==> src/rtl/maxp_ctrl_pkg.sv <==
// Shared constants and FSM state encoding for the max-pool sequencer.
// MAXP_CTRL_FAIR_EN adds the REL state used to drop the memory request at row ends.
package maxp_ctrl_pkg;

  localparam int MEM_SIZE  = 16;
  localparam int DATA_SIZE = 16;

  typedef enum logic [2:0] {
    S_IDLE  = 3'd0,
    S_REQ   = 3'd1,
    S_RUN   = 3'd2,
    S_DRAIN = 3'd3,
    S_DONE  = 3'd4
`ifdef MAXP_CTRL_FAIR_EN
    , S_REL = 3'd5
`endif
  } state_t;

endpackage

==> src/rtl/maxp_ctrl_if.sv <==
// Job, feature-memory read port and maxp_unit control bundle.
// master = sequencer side, slave = scheduler/arbiter/maxp_unit side.
interface maxp_ctrl_if #(
  parameter int DIM_SIZE = 8
);
  import maxp_ctrl_pkg::*;

  logic                start;
  logic [MEM_SIZE-1:0] cfg_src;
  logic [MEM_SIZE-1:0] cfg_dst;
  logic [DIM_SIZE-1:0] cfg_w;
  logic [DIM_SIZE-1:0] cfg_h;
  logic                busy;
  logic                done;
  logic                mem_req;
  logic                mem_gnt;
  logic                mem_re;
  logic [MEM_SIZE-1:0] mem_ra;
  logic                mp_en;
  logic                mp_we;
  logic [MEM_SIZE-1:0] mp_wa;

  modport master (
    input  start, cfg_src, cfg_dst, cfg_w, cfg_h, mem_gnt,
    output busy, done, mem_req, mem_re, mem_ra, mp_en, mp_we, mp_wa
  );

  modport slave (
    output start, cfg_src, cfg_dst, cfg_w, cfg_h, mem_gnt,
    input  busy, done, mem_req, mem_re, mem_ra, mp_en, mp_we, mp_wa
  );

endinterface

==> src/rtl/maxp_ctrl_addr_gen.sv <==
// Window/row/column walker: read address = row pointer + column pointer,
// destination address from an incrementing counter; no multipliers.
module maxp_addr_gen
  import maxp_ctrl_pkg::*;
#(
  parameter int POOL     = 2,
  parameter int DIM_SIZE = 8
) (
  input  logic                clk,
  input  logic                rst,
  input  logic                load,
  input  logic                step,
  input  logic [MEM_SIZE-1:0] cfg_src,
  input  logic [MEM_SIZE-1:0] cfg_dst,
  input  logic [DIM_SIZE-1:0] cfg_w,
  input  logic [DIM_SIZE-1:0] cfg_h,
  output logic [MEM_SIZE-1:0] rd_addr,
  output logic [MEM_SIZE-1:0] wr_addr,
  output logic                last_elem,
  output logic                last_win_row,
  output logic                last_win
);

  localparam int                 KW     = (POOL > 1) ? $clog2(POOL) : 1;
  localparam logic [KW-1:0]      K_LAST = KW'(POOL - 1);
  localparam logic [MEM_SIZE-1:0] K_BACK = MEM_SIZE'(POOL - 1);

  logic [KW-1:0]       c_q, r_q;
  logic [DIM_SIZE-1:0] ox_q, oy_q, ow_last_q, oh_last_q;
  logic [MEM_SIZE-1:0] w_q, row_q, win_row_q, col_q, dst_q;

  assign rd_addr      = row_q + col_q;
  assign wr_addr      = dst_q;
  assign last_elem    = (c_q == K_LAST) && (r_q == K_LAST);
  assign last_win_row = last_elem && (ox_q == ow_last_q);
  assign last_win     = last_win_row && (oy_q == oh_last_q);

  // row_q tracks the start of the current element row, win_row_q the first
  // element row of the current row of windows.
  always_ff @(posedge clk or negedge rst) begin
    if (!rst) begin
      c_q       <= '0;
      r_q       <= '0;
      ox_q      <= '0;
      oy_q      <= '0;
      ow_last_q <= '0;
      oh_last_q <= '0;
      w_q       <= '0;
      row_q     <= '0;
      win_row_q <= '0;
      col_q     <= '0;
      dst_q     <= '0;
    end else if (load) begin
      c_q       <= '0;
      r_q       <= '0;
      ox_q      <= '0;
      oy_q      <= '0;
      ow_last_q <= DIM_SIZE'(32'(cfg_w) / POOL - 32'd1);
      oh_last_q <= DIM_SIZE'(32'(cfg_h) / POOL - 32'd1);
      w_q       <= MEM_SIZE'(cfg_w);
      row_q     <= cfg_src;
      win_row_q <= cfg_src;
      col_q     <= '0;
      dst_q     <= cfg_dst;
    end else if (step) begin
      if (c_q != K_LAST) begin
        c_q   <= c_q + KW'(1);
        col_q <= col_q + MEM_SIZE'(1);
      end else if (r_q != K_LAST) begin
        c_q   <= '0;
        r_q   <= r_q + KW'(1);
        col_q <= col_q - K_BACK;
        row_q <= row_q + w_q;
      end else begin
        c_q   <= '0;
        r_q   <= '0;
        dst_q <= dst_q + MEM_SIZE'(1);
        if (ox_q != ow_last_q) begin
          ox_q  <= ox_q + DIM_SIZE'(1);
          col_q <= col_q + MEM_SIZE'(1);
          row_q <= win_row_q;
        end else begin
          ox_q      <= '0;
          oy_q      <= oy_q + DIM_SIZE'(1);
          col_q     <= '0;
          row_q     <= row_q + w_q;
          win_row_q <= row_q + w_q;
        end
      end
    end
  end

endmodule

==> src/rtl/maxp_ctrl.sv <==
// Max-pool sequencer: walks K x K windows, issues feature-memory reads and
// drives maxp_unit en/we/wa aligned with read data. Macro: MAXP_CTRL_FAIR_EN.
//
// state | meaning
// IDLE  | waiting for start
// REQ   | mem_req high, waiting for mem_gnt
// RUN   | one mem_re per cycle
// REL   | request dropped for one cycle at a row end (MAXP_CTRL_FAIR_EN only)
// DRAIN | 3 cycles letting the last window reach maxp_unit's write port
// DONE  | done pulse
module maxp_ctrl
  import maxp_ctrl_pkg::*;
#(
  parameter int POOL     = 2,
  parameter int DIM_SIZE = 8
) (
  input  logic         clk,
  input  logic         rst,
  maxp_ctrl_if.master  bus
);

  state_t              state_q, next_state;
  logic [1:0]          drain_q;
  logic                load, issue, job_empty;
  logic [MEM_SIZE-1:0] rd_addr, wr_addr;
  logic                last_elem, last_win_row, last_win;
  logic                busy_q, done_q, req_q, re_q;
  logic [MEM_SIZE-1:0] ra_q, wa_q, mp_wa_q;
  logic                bl_elem_q, bl_row_q, bl_win_q;
  logic                en_q, we_q;

  assign job_empty = (bus.cfg_w < DIM_SIZE'(POOL)) || (bus.cfg_h < DIM_SIZE'(POOL));

  maxp_addr_gen #(.POOL(POOL), .DIM_SIZE(DIM_SIZE)) u_addr_gen (
    .clk          (clk),
    .rst          (rst),
    .load         (load),
    .step         (issue),
    .cfg_src      (bus.cfg_src),
    .cfg_dst      (bus.cfg_dst),
    .cfg_w        (bus.cfg_w),
    .cfg_h        (bus.cfg_h),
    .rd_addr      (rd_addr),
    .wr_addr      (wr_addr),
    .last_elem    (last_elem),
    .last_win_row (last_win_row),
    .last_win     (last_win)
  );

  // bl_*_q describe the element currently on mem_ra, so RUN decides on the read in flight.
  always_comb begin
    next_state = state_q;
    load       = 1'b0;
    issue      = 1'b0;
    case (state_q)
      S_IDLE: begin
        if (bus.start) begin
          load       = 1'b1;
          next_state = job_empty ? S_DONE : S_REQ;
        end
      end
      S_REQ: begin
        if (bus.mem_gnt) begin
          issue      = 1'b1;
          next_state = S_RUN;
        end
      end
      S_RUN: begin
        if (bl_row_q && bl_win_q) next_state = S_DRAIN;
`ifdef MAXP_CTRL_FAIR_EN
        else if (bl_row_q) next_state = S_REL;
`endif
        else issue = 1'b1;
      end
`ifdef MAXP_CTRL_FAIR_EN
      S_REL:   next_state = S_REQ;
`endif
      S_DRAIN: begin
        if (drain_q == 2'd2) next_state = S_DONE;
      end
      S_DONE:  next_state = S_IDLE;
      default: next_state = S_IDLE;
    endcase
  end

  always_ff @(posedge clk or negedge rst) begin
    if (!rst) begin
      state_q   <= S_IDLE;
      drain_q   <= '0;
      busy_q    <= 1'b0;
      done_q    <= 1'b0;
      req_q     <= 1'b0;
      re_q      <= 1'b0;
      ra_q      <= '0;
      wa_q      <= '0;
      bl_elem_q <= 1'b0;
      bl_row_q  <= 1'b0;
      bl_win_q  <= 1'b0;
      en_q      <= 1'b0;
      we_q      <= 1'b0;
      mp_wa_q   <= '0;
    end else begin
      state_q <= next_state;
      drain_q <= (state_q == S_DRAIN) ? drain_q + 2'd1 : 2'd0;
      busy_q  <= (next_state != S_IDLE);
      done_q  <= (next_state == S_DONE);
      req_q   <= (next_state == S_REQ) || (next_state == S_RUN);
      re_q    <= issue;
      if (issue) begin
        ra_q      <= rd_addr;
        wa_q      <= wr_addr;
        bl_elem_q <= last_elem;
        bl_row_q  <= last_win_row;
        bl_win_q  <= last_win;
      end
      en_q    <= re_q;
      we_q    <= re_q && bl_elem_q;
      mp_wa_q <= wa_q;
    end
  end

  assign bus.busy    = busy_q;
  assign bus.done    = done_q;
  assign bus.mem_req = req_q;
  assign bus.mem_re  = re_q;
  assign bus.mem_ra  = ra_q;
  assign bus.mp_en   = en_q;
  assign bus.mp_we   = we_q;
  assign bus.mp_wa   = mp_wa_q;

endmodule

==> src/flat_wrapper.sv <==
// flat-port wrapper written by rule: the top's interface ports become plain ports
module maxp_ctrl_flat import maxp_ctrl_pkg::*;
#(
  parameter int POOL     = 2,
  parameter int DIM_SIZE = 8
)
  (clk, rst, bus_start, bus_cfg_src, bus_cfg_dst, bus_cfg_w, bus_cfg_h, bus_mem_gnt, bus_busy, bus_done, bus_mem_req, bus_mem_re, bus_mem_ra, bus_mp_en, bus_mp_we, bus_mp_wa);
  maxp_ctrl_if #(.DIM_SIZE(DIM_SIZE)) bus_i ();
  input  logic clk;
  input  logic rst;
  input wire logic [$bits(bus_i.start)-1:0] bus_start;
  input wire logic [$bits(bus_i.cfg_src)-1:0] bus_cfg_src;
  input wire logic [$bits(bus_i.cfg_dst)-1:0] bus_cfg_dst;
  input wire logic [$bits(bus_i.cfg_w)-1:0] bus_cfg_w;
  input wire logic [$bits(bus_i.cfg_h)-1:0] bus_cfg_h;
  input wire logic [$bits(bus_i.mem_gnt)-1:0] bus_mem_gnt;
  output wire logic [$bits(bus_i.busy)-1:0] bus_busy;
  output wire logic [$bits(bus_i.done)-1:0] bus_done;
  output wire logic [$bits(bus_i.mem_req)-1:0] bus_mem_req;
  output wire logic [$bits(bus_i.mem_re)-1:0] bus_mem_re;
  output wire logic [$bits(bus_i.mem_ra)-1:0] bus_mem_ra;
  output wire logic [$bits(bus_i.mp_en)-1:0] bus_mp_en;
  output wire logic [$bits(bus_i.mp_we)-1:0] bus_mp_we;
  output wire logic [$bits(bus_i.mp_wa)-1:0] bus_mp_wa;
  assign bus_i.start = bus_start;
  assign bus_i.cfg_src = bus_cfg_src;
  assign bus_i.cfg_dst = bus_cfg_dst;
  assign bus_i.cfg_w = bus_cfg_w;
  assign bus_i.cfg_h = bus_cfg_h;
  assign bus_i.mem_gnt = bus_mem_gnt;
  assign bus_busy = bus_i.busy;
  assign bus_done = bus_i.done;
  assign bus_mem_req = bus_i.mem_req;
  assign bus_mem_re = bus_i.mem_re;
  assign bus_mem_ra = bus_i.mem_ra;
  assign bus_mp_en = bus_i.mp_en;
  assign bus_mp_we = bus_i.mp_we;
  assign bus_mp_wa = bus_i.mp_wa;
  maxp_ctrl #(.POOL(POOL), .DIM_SIZE(DIM_SIZE)) u_core (.clk(clk), .rst(rst), .bus(bus_i));
endmodule
==> config.mk <==
export PLATFORM = sky130hd
export DESIGN_NAME = maxp_ctrl_flat
export DESIGN_NICKNAME = d
export VERILOG_FILES = /design/src/rtl/maxp_ctrl_pkg.sv /design/src/rtl/maxp_ctrl_if.sv /design/src/rtl/maxp_ctrl_addr_gen.sv /design/src/rtl/maxp_ctrl.sv /design/src/flat_wrapper.sv
export SDC_FILE = /design/constraint.sdc
export NUM_CORES = 1
export LEC_CHECK = 0
export ABC_AREA = 1
export ABC_CLOCK_PERIOD_IN_PS = 5200
export BUFFER_PORTS_ARGS = -buffer_cell sky130_fd_sc_hd__buf_2
export CAP_MARGIN = 40
export CORE_UTILIZATION = 60
export CTS_CLUSTER_SIZE = 40
export DETAILED_ROUTE_END_ITERATION = 6
export PLACE_DENSITY = 0.8
export SYNTH_ARGS = -nofsm -noshare
export SYNTH_HDL_FRONTEND = slang
export SYNTH_SLANG_ARGS = --single-unit
==> constraint.sdc <==
create_clock -name clk -period 5.2 [get_ports clk]
set_input_delay 0.52 -clock clk [delete_from_list [all_inputs] [get_ports clk]]
set_output_delay 0.52 -clock clk [all_outputs]
set_load 0.02 [all_outputs]
### After elaboration in Yosys (flattened, before gate mapping)

Index checks and enable logic that the tools add are counted.

| operators by class | value |
|---|---|
| add/subtract/negate cells | 12 |
| magnitude comparators | 2 |
| equal/unequal tests | 11 |
| mux-type cells | 47 |
| reductions and logical operators | 15 |

Operator list:

| cell | number |
|---|---|
| 16-bit 2-to-1 mux | 18 |
| 8-bit 2-to-1 mux | 10 |
| 16-bit by 1-bit adder with 16-bit output, second input constant | 2 |
| 16-bit adder | 1 |
| 16-bit by 8-bit adder with 16-bit output | 1 |
| 8-bit by 1-bit adder with 8-bit output, second input constant | 2 |
| 8-bit equality test | 2 |
| 8-bit by 2-bit < comparator with 1-bit output, second input constant | 2 |
| 16-bit by 1-bit subtractor with 16-bit output, second input constant | 1 |
| 7-bit by 1-bit subtractor with 8-bit output, second input constant | 2 |
| 3-bit 2-to-1 mux | 5 |
| 3-bit case mux with 4 select lines | 1 |
| 1-bit 2-to-1 mux | 11 |
| 3-bit by 2-bit equality test with 1-bit output, second input constant | 3 |
| 8-bit inequality test | 1 |
| 3-bit by 1-bit equality test with 1-bit output, second input constant | 2 |
| 2-bit nonzero test | 3 |
| 1-bit logical AND | 5 |
| 4-bit AND reduction | 1 |
| 3-bit equality test, second input constant | 1 |
| 3-bit logical NOT | 1 |
| 3-bit AND reduction | 1 |
| 3-bit nonzero test | 1 |
| 1-bit adder, second input constant | 2 |
| 7 further kinds | 8 |

| storage, ports and cells | value |
|---|---|
| register bits after elaboration | 168 |
| input bits | 52 |
| output and inout port bits | 38 |
| word-level logic and storage cells | 112 |

### Logic depth before layout (Yosys ltp)

| logic depth | value |
|---|---|
| depth after elaboration | 7 |
| depth in mapped cells | 14 |
| gate-level depth less buffers | 14 |

### Cells and area by module

Synthesis repeated with hierarchy kept, for this count alone.

| unflattened totals | value |
|---|---|
| cells, all modules | 1314 |
| area total of the unflattened synthesis | 10060.9 um2 |

By module, submodules not included:

| module | instances | cells each | area an instance (um2) |
|---|---|---|---|
| maxp_addr_gen | 1 | 1084 | 7696.1 |
| maxp_ctrl | 1 | 230 | 2364.8 |

### Worst setup path after synthesis

OpenSTA, ideal clock, no wires.

| timing path | value |
|---|---|
| path type | register to register |
| from | register u_core.u_addr_gen.col_q[0] |
| to | register u_core.ra_q[14] (netlist: u_core.bus.mem_ra[14]) |
| setup time | 0.127 ns |
| arrival | 1.792 ns |
| setup slack | 3.281 ns |
| cell stages (with the launch flop) | 10 |
| path buffers | 0 |
| clock period less this slack | 1.919 ns |
| cells stage by stage | dfrtp_1 > ha_1 > inv_1 > fa_1 > o21ai_0 > nand2_1 > nand2_1 > nand3_1 > a21oi_1 > o21ai_0 |

| on the way | value |
|---|---|
| longest elaborated chain between the ends | 1 |

Ends and longest elaborated chain:

| what | RTL line | text |
|---|---|---|
| from (decl) | maxp_ctrl_addr_gen.sv:30 | `logic [MEM_SIZE-1:0] w_q, row_q, win_row_q, col_q, dst_q;` |
| from (signal assigned) | maxp_ctrl_addr_gen.sv:68 | `col_q <= col_q + MEM_SIZE'(1);` |
| from (signal assigned) | maxp_ctrl_addr_gen.sv:72 | `col_q <= col_q - K_BACK;` |
| from (signal assigned) | maxp_ctrl_addr_gen.sv:80 | `col_q <= col_q + MEM_SIZE'(1);` |
| 16-bit adder | maxp_ctrl_addr_gen.sv:32 | `assign rd_addr = row_q + col_q;` |
| to (signal assigned) | maxp_ctrl.sv:110 | `ra_q <= rd_addr;` |
| to (decl) | maxp_ctrl.sv:28 | `logic [MEM_SIZE-1:0] ra_q, wa_q, mp_wa_q;` |

No other way between the ends.
A chain may end at the register's enable or synchronous reset.

### Worst setup path in the final report

| timing path | value |
|---|---|
| from | register u_core.state_q[2] |
| to | register u_core.u_addr_gen.oy_q[4] |

| on the way | value |
|---|---|
| longest elaborated chain between the ends | 4 |

Ends and longest elaborated chain:

| what | RTL line | text |
|---|---|---|
| from (decl) | maxp_ctrl.sv:22 | `state_t state_q, next_state;` |
| from (signal assigned) | maxp_ctrl.sv:103 | `state_q <= next_state;` |
| 3-bit by 2-bit equality test with 1-bit output, or another cell as far along | maxp_ctrl.sv:55 | `case (state_q)` |
| 1-bit case mux with 2 select lines or 1-bit 2-to-1 mux (tied branches) | maxp_ctrl.sv:55 |  |
| 2-bit nonzero test (no source line) or 2-bit by 1-bit inequality test with 1-bit output (tied branches) | - |  |
| 4-bit AND reduction (no source line) | - |  |
| to (signal assigned) | maxp_ctrl_addr_gen.sv:84 | `oy_q <= oy_q + DIM_SIZE'(1);` |
| to (decl) | maxp_ctrl_addr_gen.sv:29 | `logic [DIM_SIZE-1:0] ox_q, oy_q, ow_last_q, oh_last_q;` |

Several ways; a longest one is shown, not always the timed one.

==> results.sh <==
export IMPL_outcome="finished with violations"
export IMPL_violations="design-rule violations"
export IMPL_slew_viol_final=0
export IMPL_die_h_um=129
export IMPL_multi_input_area_mm2=0.00478
export IMPL_synth_seq_cells=168
export IMPL_final_nets=1439
export IMPL_ir_drop_mv=0.374
export IMPL_async_reset_ff_frac=1.00
export IMPL_yosysTopAreaCell="dfrtp_1"
export IMPL_port_buffers=88
export IMPL_ys_warnings_count=0
export IMPL_fp_dieW_um=129
export IMPL_grt_overflow=0
export IMPL_timing_final_crit_period_ps=2980
export IMPL_post_route_period_util=0.573
export IMPL_crit_family="simple AND/OR/NAND/NOR gates"
export IMPL_synth_fp_nets=1368
export IMPL_cts_tree="yes"
export IMPL_grt_pass1_wl_um=38700
export IMPL_start_kind="register"
export IMPL_rows=46
export IMPL_start_util=0.611
export IMPL_hold_path_class="input pin to asynchronous set/reset pin"
export IMPL_crit_buf_inv=2
export IMPL_ys_seq_area_frac=0.435
export IMPL_finalSetupViolCount=0
export IMPL_tightest_slew_ps=764
export IMPL_area_growth_pct=12.1
export IMPL_core_area_mm2=0.0158
export IMPL_detail_route_antenna_nets=0
export IMPL_synth_cell_type_count=41
export IMPL_synth_area_mm2=0.00967
export IMPL_numCtsBuffers=17
export IMPL_ff_latch_area_mm2=0.00420
export IMPL_finClkSkew_ps=7.57
export IMPL_vias=8699
export IMPL_setup_worst_path_end_class="register"
export IMPL_cp_slowest_stage_delay_ps=470
export IMPL_drtIter0Drc=774
export IMPL_path_clk_slew_ps=70
export IMPL_wl_per_cell_um=14.8
export IMPL_fill_cells=1268
export IMPL_crit_required_ps=5560
export IMPL_layout_setup_ws_ps=2220
export IMPL_grt_pass1_vias=7915
export IMPL_cts_setup_buffers=0
export IMPL_dr_pass1_iters=7
export IMPL_worstPathArrival_ps=3340
export IMPL_place_worst_setup_slack_ps=2120
export IMPL_finalWirelength_um=23400
export IMPL_cp_depth=9
export IMPL_hpwl_um=16400
export IMPL_placed_cell_area_mm2=0.0103
export IMPL_synth_top_cell_area_share=0.435
export IMPL_cts_hold_buf=0
export IMPL_r2r_start="u_core.state_q[2]$_DFF_PN0_"
export IMPL_syn_instance_count=1283
export IMPL_ys_flop_type="dfrtp_1"
export IMPL_fin_cells=1583
export IMPL_antenna_found_initial=0
export IMPL_diodes=0
export IMPL_crit_path_frequent_cell="nand2_2"
export IMPL_slowest_stage="inv_2"
export IMPL_rsz0062_at_grt="false"
export IMPL_clock_fmax_mhz=336
export IMPL_power_leakage_uw=0.00561
export IMPL_hold_viol_final=0
export IMPL_ctsHtreeMaxLevel=4
export IMPL_path_cells="nor2_1 > nand2_2 > nand3_2 > nand2_2 > inv_2 > nand2_2 > inv_2 > nand3_1 > o21ai_0"
export IMPL_numClockSinks=168
export IMPL_stdcell_area_mm2=0.0108
export IMPL_worstSetupPathType="register to register"
export IMPL_dp_cells=1551
export IMPL_finalPower_uw=6870
export IMPL_synthTopCellsByArea="dfrtp_1 43%, nand2_1 16%, nand3_1 5.3%"
export IMPL_clk_latency_ps=440
export IMPL_dieArea_mm2=0.0166
export IMPL_power_density_mw_per_mm2=634
export IMPL_worst_r2r_setup_slack_ps=2220
export IMPL_ctsRootBufferMaster="clkbuf_16"
export IMPL_drc_errors=1
export IMPL_track_usage=0.300
export IMPL_crit_fanout=30
export IMPL_reg2reg_depth=9
export IMPL_gp_congestion=0.949
export IMPL_synth_edf_count=0
export IMPL_cts_resized=0
export IMPL_avgSynthCellArea_um2=7.53
export IMPL_grt_max_degree=76
export IMPL_crit_path_start="u_core.state_q[2]$_DFF_PN0_"
export IMPL_via_per_inst=5.50
export IMPL_cap_violations=0
export IMPL_pin_count=90
export IMPL_slew_headroom=0.490
export IMPL_tns_ps=0
export IMPL_drive_above_1_share=0.110
export IMPL_clockBufferDepth=2
[power by group]
| group | switching, µW | internal, µW |
|---|---|---|
| combinational | 2140 | 1150 |
| clock | 609 | 644 |
| sequential | 493 | 1840 |
[logic make-up (layout without fill, tap and decap cells)]
family / count (synthesis) / in the layout / share of synthesized area
and+or+nand+nor: 680 / 680 / 0.297
xor gates and xnor gates: 55 / 55 / 0.0498
buffers and inverters: 169 / 253 / 0.0711
DFF: 168 / 168 / 0.435
AOI/OAI and AO/OA: 178 / 178 / 0.103
adders and majority gates: 33 / 33 / 0.0443
[stage by stage]
stage	hold WS (ps)	util
floorplan	224	-
detailed placement	358	0.648
global route	166	0.685
global placement	358	0.645
CTS	129	0.685
finish	103	0.685
[registers in the layout, indices dropped and copies added (netlist names), 2 cells and up]
signal / count
u_core.u_addr_gen.win_row_q: 16
u_core.u_addr_gen.oh_last_q: 8
u_core.wa_q: 16
u_core.u_addr_gen.col_q: 16
u_core.u_addr_gen.row_q: 16
u_core.u_addr_gen.w_q: 8
u_core.u_addr_gen.ox_q: 8
u_core.u_addr_gen.oy_q: 8
u_core.bus.mp_wa: 16
u_core.drain_q: 2
u_core.state_q: 3
u_core.u_addr_gen.wr_addr: 16
u_core.u_addr_gen.ow_last_q: 8
u_core.bus.mem_ra: 16
[worst reg2reg max path, cell delays in order (launching register included)]
cell and delay [ps]:
dfrtp_1 400, nor2_1 190, nand2_2 350, nand3_2 250
nand2_2 230, inv_2 470, nand2_2 470, inv_2 350
nand3_1 110, o21ai_0 90
[worst paths after layout]
path	endpoint
max in group asynchronous	u_core.u_addr_gen.row_q[2]$_DFFE_PN0P_
hold reg to reg	u_core.bus.mp_wa[12]$_DFF_PN0_
hold / removal	u_core.bus.mem_ra[10]$_DFFE_PN0P_
min in group clk	u_core.u_addr_gen.w_q[0]$_DFFE_PN0P_
setup / recovery	u_core.u_addr_gen.oy_q[4]$_DFFE_PN0P_
setup reg to reg	u_core.u_addr_gen.oy_q[4]$_DFFE_PN0P_
[Yosys cell counts (6+ instances only)]
library cell,n
nor3_1,19
a31oi_1,11
a21oi_1,41
nand2_1,402
inv_1,122
o211ai_1,16
nand3_1,102
nand4_1,20
dfrtp_1,168
nand2_2,6
clkbuf_1,9
xnor2_1,20
ha_1,31
buf_2,24
o21ai_0,84
nor2_1,108
a21boi_0,8
xor2_1,35
[layer usage]
| layer | vias up | track usage | share of wire |
|---|---|---|---|
| li1 | 4309 | - | - |
| met1 | 3994 | 0.418 | 0.46 |
| met2 | 349 | 0.482 | 0.46 |
| met3 | 47 | 0.0457 | 0.066 |
| met4 | 0 | 0.0969 | 0.021 |
| met5 | - | 0 | 0 |
[cell type report]
class | instances | area share
clock buffers | 18 | 0.0396
clock inverters | 14 | 0.0143
inverters | 127 | 0.0440
multi-input cells | 946 | 0.441
flip-flops and latches | 168 | 0.388
well taps | 216 | 0.0249
repair buffers | 94 | 0.0484
[cell usage in the layout, fill, tap and decap left out, drive strengths merged, types with 21 or more instances in the layout]
cell,instances
nand2,409
dfrtp,168
inv,135
nor2,113
nand3,103
buf,94
o21ai,87
a21oi,41
xor2,35
ha,31
nor3,21
(Power assumes the default switching activity.)
